[config.mk]
export PLATFORM = sky130hd
export DESIGN_NAME = traffic_phase_scheduler_flat
export DESIGN_NICKNAME = d
export VERILOG_FILES = /design/src/rtl/traffic_phase_scheduler_pkg.sv /design/src/rtl/traffic_phase_scheduler_if.sv /design/src/rtl/traffic_phase_scheduler_tick_prescaler.sv /design/src/rtl/traffic_phase_scheduler.sv /design/src/flat_wrapper.sv
export SDC_FILE = /design/constraint.sdc
export NUM_CORES = 1
export LEC_CHECK = 0
export BUFFER_PORTS_ARGS = -buffer_cell sky130_fd_sc_hd__buf_2
export CORE_UTILIZATION = 45
export DETAILED_ROUTE_END_ITERATION = 8
export SYNTH_ARGS = -nofsm -noshare
export SYNTH_HDL_FRONTEND = slang
export SYNTH_HIERARCHICAL = 1
export SYNTH_SLANG_ARGS = --single-unit
[constraint.sdc]
create_clock -name clk_50 -period 3.84 [get_ports clk_50]
set_input_delay 0.768 -clock clk_50 [delete_from_list [all_inputs] [get_ports clk_50]]
set_output_delay 0.768 -clock clk_50 [all_outputs]
set_load 0.05 [all_outputs]
[src/rtl/traffic_phase_scheduler_pkg.sv]
// Shared types and default timing for the traffic phase scheduler.
// The pedestrian path is compiled in only when PED_WALK_EN is defined.
package traffic_pkg;

  localparam int unsigned TIMER_W       = 8;
  localparam int unsigned TICK_DIV_DEF  = 50_000_000;
  localparam int unsigned MIN_GREEN_DEF = 10;
  localparam int unsigned MAX_GREEN_DEF = 30;
  localparam int unsigned YELLOW_T_DEF  = 3;
  localparam int unsigned ALLRED_T_DEF  = 1;
  localparam int unsigned WALK_T_DEF    = 8;

  typedef enum logic [2:0] {
    MAIN_GREEN  = 3'd0,
    MAIN_YELLOW = 3'd1,
    ALL_RED_1   = 3'd2,
    PED_WALK    = 3'd3,
    SIDE_GREEN  = 3'd4,
    SIDE_YELLOW = 3'd5,
    ALL_RED_2   = 3'd6
  } phase_t;

  typedef struct packed {
    logic main_r;
    logic main_g;
    logic main_y;
    logic side_r;
    logic side_g;
    logic side_y;
    logic walk;
  } lamps_t;

  // Unlisted encodings fall back to red on both roads with walk off.
  function automatic lamps_t lamp_decode(input phase_t p);
    lamps_t l;
    l        = '0;
    l.main_g = (p == MAIN_GREEN);
    l.main_y = (p == MAIN_YELLOW);
    l.main_r = !(p == MAIN_GREEN || p == MAIN_YELLOW);
    l.side_g = (p == SIDE_GREEN);
    l.side_y = (p == SIDE_YELLOW);
    l.side_r = !(p == SIDE_GREEN || p == SIDE_YELLOW);
    l.walk   = (p == PED_WALK);
    return l;
  endfunction

endpackage

[src/rtl/traffic_phase_scheduler_if.sv]
// Request and lamp bundle between the scheduler and its environment.
interface traffic_phase_scheduler_if;

  logic       side_req;
  logic       ped_req;
  logic       main_R;
  logic       main_G;
  logic       main_Y;
  logic       side_R;
  logic       side_G;
  logic       side_Y;
  logic       walk;
  logic       ped_ack;
  logic [2:0] phase;

  modport master (
    output side_req, ped_req,
    input  main_R, main_G, main_Y, side_R, side_G, side_Y, walk, ped_ack, phase
  );

  modport slave (
    input  side_req, ped_req,
    output main_R, main_G, main_Y, side_R, side_G, side_Y, walk, ped_ack, phase
  );

endinterface

[src/rtl/traffic_phase_scheduler_tick_prescaler.sv]
// Free-running divider: one-cycle tick every TICK_DIV clk_50 cycles.
module tick_prescaler
  import traffic_pkg::*;
#(
  parameter int unsigned TICK_DIV = TICK_DIV_DEF
) (
  input  logic clk_50,
  input  logic reset,
  output logic tick
);

  localparam int unsigned CNT_W = (TICK_DIV > 1) ? $clog2(TICK_DIV) : 1;
  localparam logic [CNT_W-1:0] LAST = CNT_W'(TICK_DIV - 1);

  logic [CNT_W-1:0] cnt_q;
  logic [CNT_W-1:0] cnt_d;

  assign tick  = (cnt_q == LAST);
  assign cnt_d = tick ? '0 : cnt_q + CNT_W'(1);

  always_ff @(posedge clk_50) begin
    if (reset) begin
      cnt_q <= '0;
    end else begin
      cnt_q <= cnt_d;
    end
  end

endmodule

[src/rtl/traffic_phase_scheduler.sv]
// Demand-driven main/side phase scheduler with latched requests.
// Define PED_WALK_EN to include the pedestrian walk phase.
module traffic_phase_scheduler
  import traffic_pkg::*;
#(
  parameter int unsigned TICK_DIV  = TICK_DIV_DEF,
  parameter int unsigned MIN_GREEN = MIN_GREEN_DEF,
  parameter int unsigned MAX_GREEN = MAX_GREEN_DEF,
  parameter int unsigned YELLOW_T  = YELLOW_T_DEF,
  parameter int unsigned ALLRED_T  = ALLRED_T_DEF,
  parameter int unsigned WALK_T    = WALK_T_DEF
) (
  input logic                      clk_50,
  input logic                      reset,
  traffic_phase_scheduler_if.slave bus
);

  localparam logic [TIMER_W-1:0] MIN_T = TIMER_W'(MIN_GREEN);
  localparam logic [TIMER_W-1:0] MAX_T = TIMER_W'(MAX_GREEN);
  localparam logic [TIMER_W-1:0] YEL_T = TIMER_W'(YELLOW_T);
  localparam logic [TIMER_W-1:0] AR_T  = TIMER_W'(ALLRED_T);
`ifdef PED_WALK_EN
  localparam logic [TIMER_W-1:0] WLK_T = TIMER_W'(WALK_T);
`endif

  logic               tick;
  phase_t             state_q, state_d;
  logic [TIMER_W-1:0] timer_q, timer_d, timer_inc;
  logic               side_pend_q, side_pend_d;
  logic               demand;
  logic               ped_pend;
  lamps_t             lamps_q;

  tick_prescaler #(
    .TICK_DIV (TICK_DIV)
  ) u_tick_prescaler (
    .clk_50 (clk_50),
    .reset  (reset),
    .tick   (tick)
  );

`ifdef PED_WALK_EN
  logic ped_pend_q, ped_pend_d;
  assign ped_pend = ped_pend_q;
  assign demand   = side_pend_q | ped_pend_q;
`else
  logic unused_ped;
  assign ped_pend   = 1'b0;
  assign demand     = side_pend_q;
  assign unused_ped = bus.ped_req ^ lamps_q.walk;
`endif

  // Thresholds compare against the post-increment count, so a phase of N
  // ticks leaves on its Nth tick.
  always_comb begin
    timer_inc = (timer_q == '1) ? timer_q : timer_q + TIMER_W'(1);
    state_d   = state_q;
    case (state_q)
      MAIN_GREEN:  if (tick && demand && timer_inc >= MIN_T) state_d = MAIN_YELLOW;
      MAIN_YELLOW: if (tick && timer_inc >= YEL_T) state_d = ALL_RED_1;
      ALL_RED_1:   if (tick && timer_inc >= AR_T) state_d = ped_pend ? PED_WALK : SIDE_GREEN;
`ifdef PED_WALK_EN
      PED_WALK:    if (tick && timer_inc >= WLK_T) state_d = side_pend_q ? SIDE_GREEN : ALL_RED_2;
`endif
      SIDE_GREEN: begin
        if (tick && (timer_inc >= MAX_T || (!bus.side_req && timer_inc >= MIN_T))) begin
          state_d = SIDE_YELLOW;
        end
      end
      SIDE_YELLOW: if (tick && timer_inc >= YEL_T) state_d = ALL_RED_2;
      ALL_RED_2:   if (tick && timer_inc >= AR_T) state_d = MAIN_GREEN;
      default:     state_d = MAIN_GREEN;
    endcase

    if (state_d != state_q) begin
      timer_d = '0;
    end else if (tick) begin
      timer_d = timer_inc;
    end else begin
      timer_d = timer_q;
    end

    // Entry clear dominates a same-cycle request: it counts as served.
    side_pend_d = (state_d == SIDE_GREEN && state_q != SIDE_GREEN) ? 1'b0
                                                                   : (side_pend_q | bus.side_req);
`ifdef PED_WALK_EN
    ped_pend_d  = (state_d == PED_WALK && state_q != PED_WALK) ? 1'b0
                                                               : (ped_pend_q | bus.ped_req);
`endif
  end

  always_ff @(posedge clk_50) begin
    if (reset) begin
      state_q     <= MAIN_GREEN;
      timer_q     <= '0;
      side_pend_q <= 1'b0;
      lamps_q     <= lamp_decode(MAIN_GREEN);
`ifdef PED_WALK_EN
      ped_pend_q  <= 1'b0;
`endif
    end else begin
      state_q     <= state_d;
      timer_q     <= timer_d;
      side_pend_q <= side_pend_d;
      lamps_q     <= lamp_decode(state_d);
`ifdef PED_WALK_EN
      ped_pend_q  <= ped_pend_d;
`endif
    end
  end

  assign bus.main_R  = lamps_q.main_r;
  assign bus.main_G  = lamps_q.main_g;
  assign bus.main_Y  = lamps_q.main_y;
  assign bus.side_R  = lamps_q.side_r;
  assign bus.side_G  = lamps_q.side_g;
  assign bus.side_Y  = lamps_q.side_y;
  assign bus.phase   = state_q;
`ifdef PED_WALK_EN
  assign bus.walk    = lamps_q.walk;
  assign bus.ped_ack = ped_pend_q;
`else
  assign bus.walk    = 1'b0;
  assign bus.ped_ack = 1'b0;
`endif

endmodule
[src/flat_wrapper.sv]
// flat-port wrapper written by rule: the top's interface ports become plain ports
module traffic_phase_scheduler_flat import traffic_pkg::*;
#(
  parameter int unsigned TICK_DIV  = TICK_DIV_DEF,
  parameter int unsigned MIN_GREEN = MIN_GREEN_DEF,
  parameter int unsigned MAX_GREEN = MAX_GREEN_DEF,
  parameter int unsigned YELLOW_T  = YELLOW_T_DEF,
  parameter int unsigned ALLRED_T  = ALLRED_T_DEF,
  parameter int unsigned WALK_T    = WALK_T_DEF
)
  (clk_50, reset, bus_side_req, bus_ped_req, bus_main_R, bus_main_G, bus_main_Y, bus_side_R, bus_side_G, bus_side_Y, bus_walk, bus_ped_ack, bus_phase);
  traffic_phase_scheduler_if bus_i ();
  input logic clk_50;
  input logic reset;
  input wire logic [$bits(bus_i.side_req)-1:0] bus_side_req;
  input wire logic [$bits(bus_i.ped_req)-1:0] bus_ped_req;
  output wire logic [$bits(bus_i.main_R)-1:0] bus_main_R;
  output wire logic [$bits(bus_i.main_G)-1:0] bus_main_G;
  output wire logic [$bits(bus_i.main_Y)-1:0] bus_main_Y;
  output wire logic [$bits(bus_i.side_R)-1:0] bus_side_R;
  output wire logic [$bits(bus_i.side_G)-1:0] bus_side_G;
  output wire logic [$bits(bus_i.side_Y)-1:0] bus_side_Y;
  output wire logic [$bits(bus_i.walk)-1:0] bus_walk;
  output wire logic [$bits(bus_i.ped_ack)-1:0] bus_ped_ack;
  output wire logic [$bits(bus_i.phase)-1:0] bus_phase;
  assign bus_i.side_req = bus_side_req;
  assign bus_i.ped_req = bus_ped_req;
  assign bus_main_R = bus_i.main_R;
  assign bus_main_G = bus_i.main_G;
  assign bus_main_Y = bus_i.main_Y;
  assign bus_side_R = bus_i.side_R;
  assign bus_side_G = bus_i.side_G;
  assign bus_side_Y = bus_i.side_Y;
  assign bus_walk = bus_i.walk;
  assign bus_ped_ack = bus_i.ped_ack;
  assign bus_phase = bus_i.phase;
  traffic_phase_scheduler #(.TICK_DIV(TICK_DIV), .MIN_GREEN(MIN_GREEN), .MAX_GREEN(MAX_GREEN), .YELLOW_T(YELLOW_T), .ALLRED_T(ALLRED_T), .WALK_T(WALK_T)) u_core (.clk_50(clk_50), .reset(reset), .bus(bus_i));
endmodule
# After elaboration in Yosys (flattened, before gate mapping)
# Cells that the tools add are included.
[classes] n_eq_ne=12 n_div=0 n_reduce_logical=18 bitwise_logic=1 shifts=0 magnitude_cmp=4 mul=0 n_mux=8 addsub=2
[ops] operator="$add 26x1->26 const B" count=1
[ops] operator="$eq 26x26->1 const B" count=1
[ops] operator="$mux 3" count=6
[ops] operator="$pmux 3 s6" count=1
[ops] operator="$eq 3x3->1 const B" count=5
[ops] operator="$add 8x1->8 const B" count=1
[ops] operator="$eq 8x8->1 const B" count=1
[ops] operator="$ge 8x1->1 const B" count=1
[ops] operator="$ge 8x2->1 const B" count=1
[ops] operator="$ge 8x4->1 const B" count=1
[ops] operator="$ge 8x5->1 const B" count=1
[ops] operator="$mux 8" count=1
[ops] operator="$logic_and 1x1->1" count=7
[ops] operator="$eq 3x1->1 const B" count=2
[ops] operator="$logic_not 3->1" count=2
[ops] operator="$reduce_or 2->1" count=3
[ops] operator="$eq 3x2->1 const B" count=1
[ops] operator="$logic_not 1->1" count=3
[ops] operator="$logic_or 1x1->1" count=3
[ops] operator="$ne 3x3->1" count=1
[ops] operator="$ne 3x3->1 const B" count=1
[ops] operator="$or 1x1->1" count=1
[totals] romBits=0 word_cells=55 output_inout_bits=11 n_memories=0 register_bits=44 latchBits=0 ramBits=0 inputBits=4

# Longest topological paths before layout
[logic_depth] ltp_word=11 depth_mapped=10 mapped_depth_nobuf=9

# By module
# Netlist, hierarchy kept.
[by_module_without_submodules] mod="traffic_phase_scheduler" n_inst=1 cells_per_inst=163 seq_area_each_um2=360.3 area_each_um2=1342.5
[by_module_without_submodules] mod="tick_prescaler" n_inst=1 cells_per_inst=147 seq_area_each_um2=520.5 area_each_um2=1257.5

# Worst setup path before layout
# Ideal clock, no wire load.
[synth_path] path_kind="reg2reg" from="register u_core.u_tick_prescaler.cnt_q[0]" to="register u_core.lamps_q (netlist bit u_core/bus.side_Y)" period_less_slack_ps=2631 path_slack_ps=1209 required_ps=3724 stages_incl_launch_ff=9 t_arrival_ps=2516 path_cell_list="dfxtp_1 ha_1 nand4_1 or4b_2 nor3_1 clkbuf_1 o311ai_0 a22oi_2 and3b_1"
[synth_between] elab_chain_cells=6
[synth_lines] element="start: declaration" line_no="traffic_phase_scheduler_tick_prescaler.sv:15" source="logic [CNT_W-1:0] cnt_q;"
[synth_lines] element="start signal: assignment" line_no="traffic_phase_scheduler_tick_prescaler.sv:25" source="cnt_q <= cnt_d;"
[synth_lines] element="$eq 26x26->1 (*)" line_no="traffic_phase_scheduler_tick_prescaler.sv:18" source="assign tick = (cnt_q == LAST);"
[synth_lines] element="via u_core.tick" line_no="traffic_phase_scheduler.sv:26" source="logic tick;"
[synth_lines] element="$logic_and 1x1->1 (2 in a row)" line_no="traffic_phase_scheduler.sv:59" source="MAIN_GREEN: if (tick && demand && timer_inc >= MIN_T) state_d = MAIN_YELLOW;"
[synth_lines] element="$mux 3" line_no="traffic_phase_scheduler.sv:59"
[synth_lines] element="$pmux 3 s6 (*)" line_no="traffic_phase_scheduler.sv:58" source="case (state_q)"
[synth_lines] element="$eq 3x3->1 (*)" line_no="traffic_phase_scheduler_pkg.sv:41" source="l.side_y = (p == SIDE_YELLOW);"
[synth_lines] element="end signal: assignment" line_no="traffic_phase_scheduler.sv:97" source="lamps_q <= lamp_decode(MAIN_GREEN);"
[synth_lines] element="end signal: assignment" line_no="traffic_phase_scheduler.sv:105" source="lamps_q <= lamp_decode(state_d);"
[synth_lines] element="end: declaration" line_no="traffic_phase_scheduler.sv:32" source="lamps_t lamps_q;"
# Mark *: on every way through the listed nets, which the timed path passes. The rest lies on a longest branch.
# A chain may end at the register's enable or synchronous reset.

# Worst setup path after layout
[layout_path] from="register u_core.u_tick_prescaler.cnt_q[0]" to="register u_core.timer_q[5]"
[layout_between] elab_chain_cells=7
[layout_lines] element="$eq 26x26->1 (*)" line_no="traffic_phase_scheduler_tick_prescaler.sv:18"
[layout_lines] element="via u_core.tick" line_no="traffic_phase_scheduler.sv:26"
[layout_lines] element="$logic_and 1x1->1 (2 in a row)" line_no="traffic_phase_scheduler.sv:59"
[layout_lines] element="$mux 3" line_no="traffic_phase_scheduler.sv:59"
[layout_lines] element="$pmux 3 s6" line_no="traffic_phase_scheduler.sv:58"
[layout_lines] element="$ne 3x3->1" line_no="traffic_phase_scheduler.sv:75" source="if (state_d != state_q) begin"
[layout_lines] element="$reduce_or 2->1 (no line)"
[layout_lines] element="end signal: assignment" line_no="traffic_phase_scheduler.sv:103" source="timer_q <= timer_d;"
[layout_lines] element="end: declaration" line_no="traffic_phase_scheduler.sv:28" source="logic [TIMER_W-1:0] timer_q, timer_d, timer_inc;"
# Marks and branches as above.

==> metrics.txt <==
maxcap violations 0; Syn Std Cell Area 2600 sq um; end of the critical path u_core/timer_q[5]; Syn Area/Cell ~8.4 sq um; starting density of the core around 47%; post_cts resized 0; DRC 0; vias in the first global route 1,973; simple-gate share of the synthesized area 34.7%; Setup-failing EPs final 0; Die H 78.0 um; Detailed Routing Iterations Pass 1 4; Rows 27; Synth Area in Adders 0.962%; R2R cell count 10; largest net degree at the start of global routing 26; Finished Layout Cells between 300 and 400; Critical Path Start Type flip-flop; PortBufs 11; R2R Path End u_core/timer_q[5]; ys flop type dfxtp_1; Commonest cells post-synth dfxtp_1 (44), nand2_1 (25), nor2_1 (23), nand3_1 (20); IO Pins 15; Vias per Instance 5.84; Power Total 784 uW; layout cells sized above 1 15.1%; clock skew 0.0125 ns; synth unique cells 61; WP data required 4.01 ns; Placed Instances 376; RSZ-0062 raised after global routing no; internal reg-to-reg setup slack 0.84 ns; arrival time worst endpoint 3.17 ns; largest area contributor in the synthesized netlist dfxtp_1; Worst Setup SP u_core/u_tick_prescaler/cnt_q[0]; # clock sinks 44; Fillers 558; Final nets between 300 and 400; die area between 6000 and 7000 sq um; initial antenna violation count 0; largest cells by area after synthesis dfxtp_1 (34%), nand3_1 (3.8%), nand4_1 (3.8%), nor4_2 (3.8%), nand2_1 (3.6%); first-pass GRT wire length 9500 um; clk buf depth 2; Setup CP Type flip-flop to flip-flop; PwrDens around 280 nW/um^2; outcome finished clean; Ys Warns 6; Fin. Hold Viols 0; crit path max fanout 12; die width ~78 um; Fmax roughly 330 MHz; GP Congestion 0.792; sequential share of the synthesized area roughly 34%; mux contribution to synthesized area 1.59%; HPWL after DPL about 3800 um; fin crit period 3.00 ns; Crit. End Element flip-flop; CTS tree yes; Seq cells post-synth 44; Total Wirelength 5490 um; ANT cells 0; core area 5540 sq um; proportion of netlist area held by the largest area contributor 33.9%; ys async rst share 0%; 1st-iter DRT viols 144; Routed wire per std cell 14.3 um; fraction of the cycle the final worst path needs between 70 and 80%; Hold WC Path Type flip-flop to flip-flop; final instance area about 2800 sq um; area delta synth->final 5.87%; CTS clk-pin slew, worst paths roughly 0.10 ns; count leader, synth dfxtp_1; Pleak 0.915 nW; Max IR drop VDD 186 uV; grt ovf 0; Synth Area in XOR/XNOR 5.05%; Hold Buf Count CTS 0; Mapped Cells a little over 300; Post-Place Cell Area about 2700 sq um; vias 2,242; Clock Latency Late Sink 0.30 ns; area fraction in compound gates after synthesis 18.2%; Routed Antenna Nets 0; Root Driver clkbuf_8; Final Max Tran Viols 0; postcts setup bufs 0; H-tree depth 2; Post-synth EDFFs 0; worst flop-to-flop path startpoint u_core/u_tick_prescaler/cnt_q[0]; TritonCTS Buffers 5; total negative slack 0 ns; combinational family with the most area after synthesis simple AND/OR/NAND/NOR gates; total track usage 19.4%
==> sequential cells by signal, summed over array words and instances, names as in the netlist <==
register / count
u_core/u_tick_prescaler/cnt_q: 26
u_core/timer_q: 8
u_core/bus.phase: 3
u_core/bus.main_G: 1
u_core/bus.main_R: 1
u_core/bus.main_Y: 1
u_core/bus.side_G: 1
u_core/bus.side_R: 1
u_core/bus.side_Y: 1
u_core/demand: 1
==> critical path, cell delays in order (launching register included) <==
cell and delay (ns):
dfxtp_1 0.40, ha_1 0.25, nand4_1 0.23, or4b_2 0.74, nor3_1 0.17, buf_4 0.22
inv_1 0.12, a31oi_1 0.16, nand4_1 0.21, nand2_2 0.29, nor4_2 0.08
==> per-stage QoR <==
stage | hold slack, ns | utilization, % | worst slack [ns]
finish | 0.492 | 49.7 | 0.845
global route | 0.502 | 49.7 | 0.582
CTS | 0.493 | 49.7 | 0.829
detailed placement | 0.469 | 48.1 | 0.863
global placement | 0.462 | 48.1 | 0.887
floorplan | 0.441 | - | 1.21
==> area by class of cell <==
type | instances | area, sq um | share of cell area (%)
multi-input combinational | 236 | 1580 | 57.5
sequential | 44 | 881 | 32.0
tap | 72 | 90.1 | 3.27
timing repair buffer | 13 | 70.1 | 2.55
clock buffer | 5 | 68.8 | 2.50
inverter | 11 | 41.3 | 1.50
clock inverter | 3 | 18.8 | 0.682
==> power by group <==
group | leakage [nW] | total (mW) | switching, mW | internal [mW]
sequential | 0.355 | 0.463 | 0.00377 | 0.459
combinational | 0.512 | 0.0260 | 0.0193 | 0.00675
clock | 0.0479 | 0.295 | 0.168 | 0.127
total | 0.915 | 0.784 | 0.191 | 0.593
==> per-layer routing <==
layer  vias up  GRT usage, %  part of all wire (%)
met5         -             0                     0
met4         0          5.74                   1.0
met3         5          3.72                   3.7
met2        36          28.2                    41
met1      1049          28.8                    54
li1       1152             -                     -
==> worst min path at each step <==
| stage | from | end | slack (ns) | cells after the start |
|---|---|---|---|---|
| 2_1_floorplan | u_core/u_tick_prescaler/cnt_q[0] | u_core/u_tick_prescaler/cnt_q[0] | 0.44 | 1 |
| 3_3_place_gp | u_core/u_tick_prescaler/cnt_q[0] | u_core/u_tick_prescaler/cnt_q[0] | 0.46 | 1 |
| 3_5_place_dp | u_core/u_tick_prescaler/cnt_q[0] | u_core/u_tick_prescaler/cnt_q[0] | 0.47 | 1 |
| 4_1_cts | u_core/u_tick_prescaler/cnt_q[0] | u_core/u_tick_prescaler/cnt_q[0] | 0.49 | 1 |
| 5_1_grt | u_core/u_tick_prescaler/cnt_q[0] | u_core/u_tick_prescaler/cnt_q[0] | 0.50 | 1 |
| 6_report | u_core/u_tick_prescaler/cnt_q[0] | u_core/u_tick_prescaler/cnt_q[0] | 0.49 | 1 |
==> layout by cell type, fill, tap and decap left out, types with 3 or more instances in the layout <==
cell type	n
a211oi_1	3
a21oi_1	16
a31oi_1	3
and2_1	5
and3_1	3
and4_1	6
buf_2	11
clkbuf_8	5
dfxtp_1	44
inv_1	11
mux2i_1	3
nand2_1	25
nand3_1	20
nand4_1	16
nor2_1	23
nor2b_1	5
nor3_1	7
nor4_2	8
o211ai_1	3
o21ai_0	15
o31ai_1	5
or3_1	4
or4_1	6
xnor2_1	7
xor2_1	8
==> cell families (layout without fill, tap and decap cells) <==
kind of cell / count (synthesis) / count (layout)
other: 1 / 2
buffers and inverters: 31 / 32
muxes: 4 / 4
DFF: 44 / 44
and+or+nand+nor: 148 / 148
adders and majority gates: 2 / 2
xor gates and xnor gates: 15 / 15
AOI/OAI and AO/OA: 65 / 65
Power figures use the tool's default switching activity.
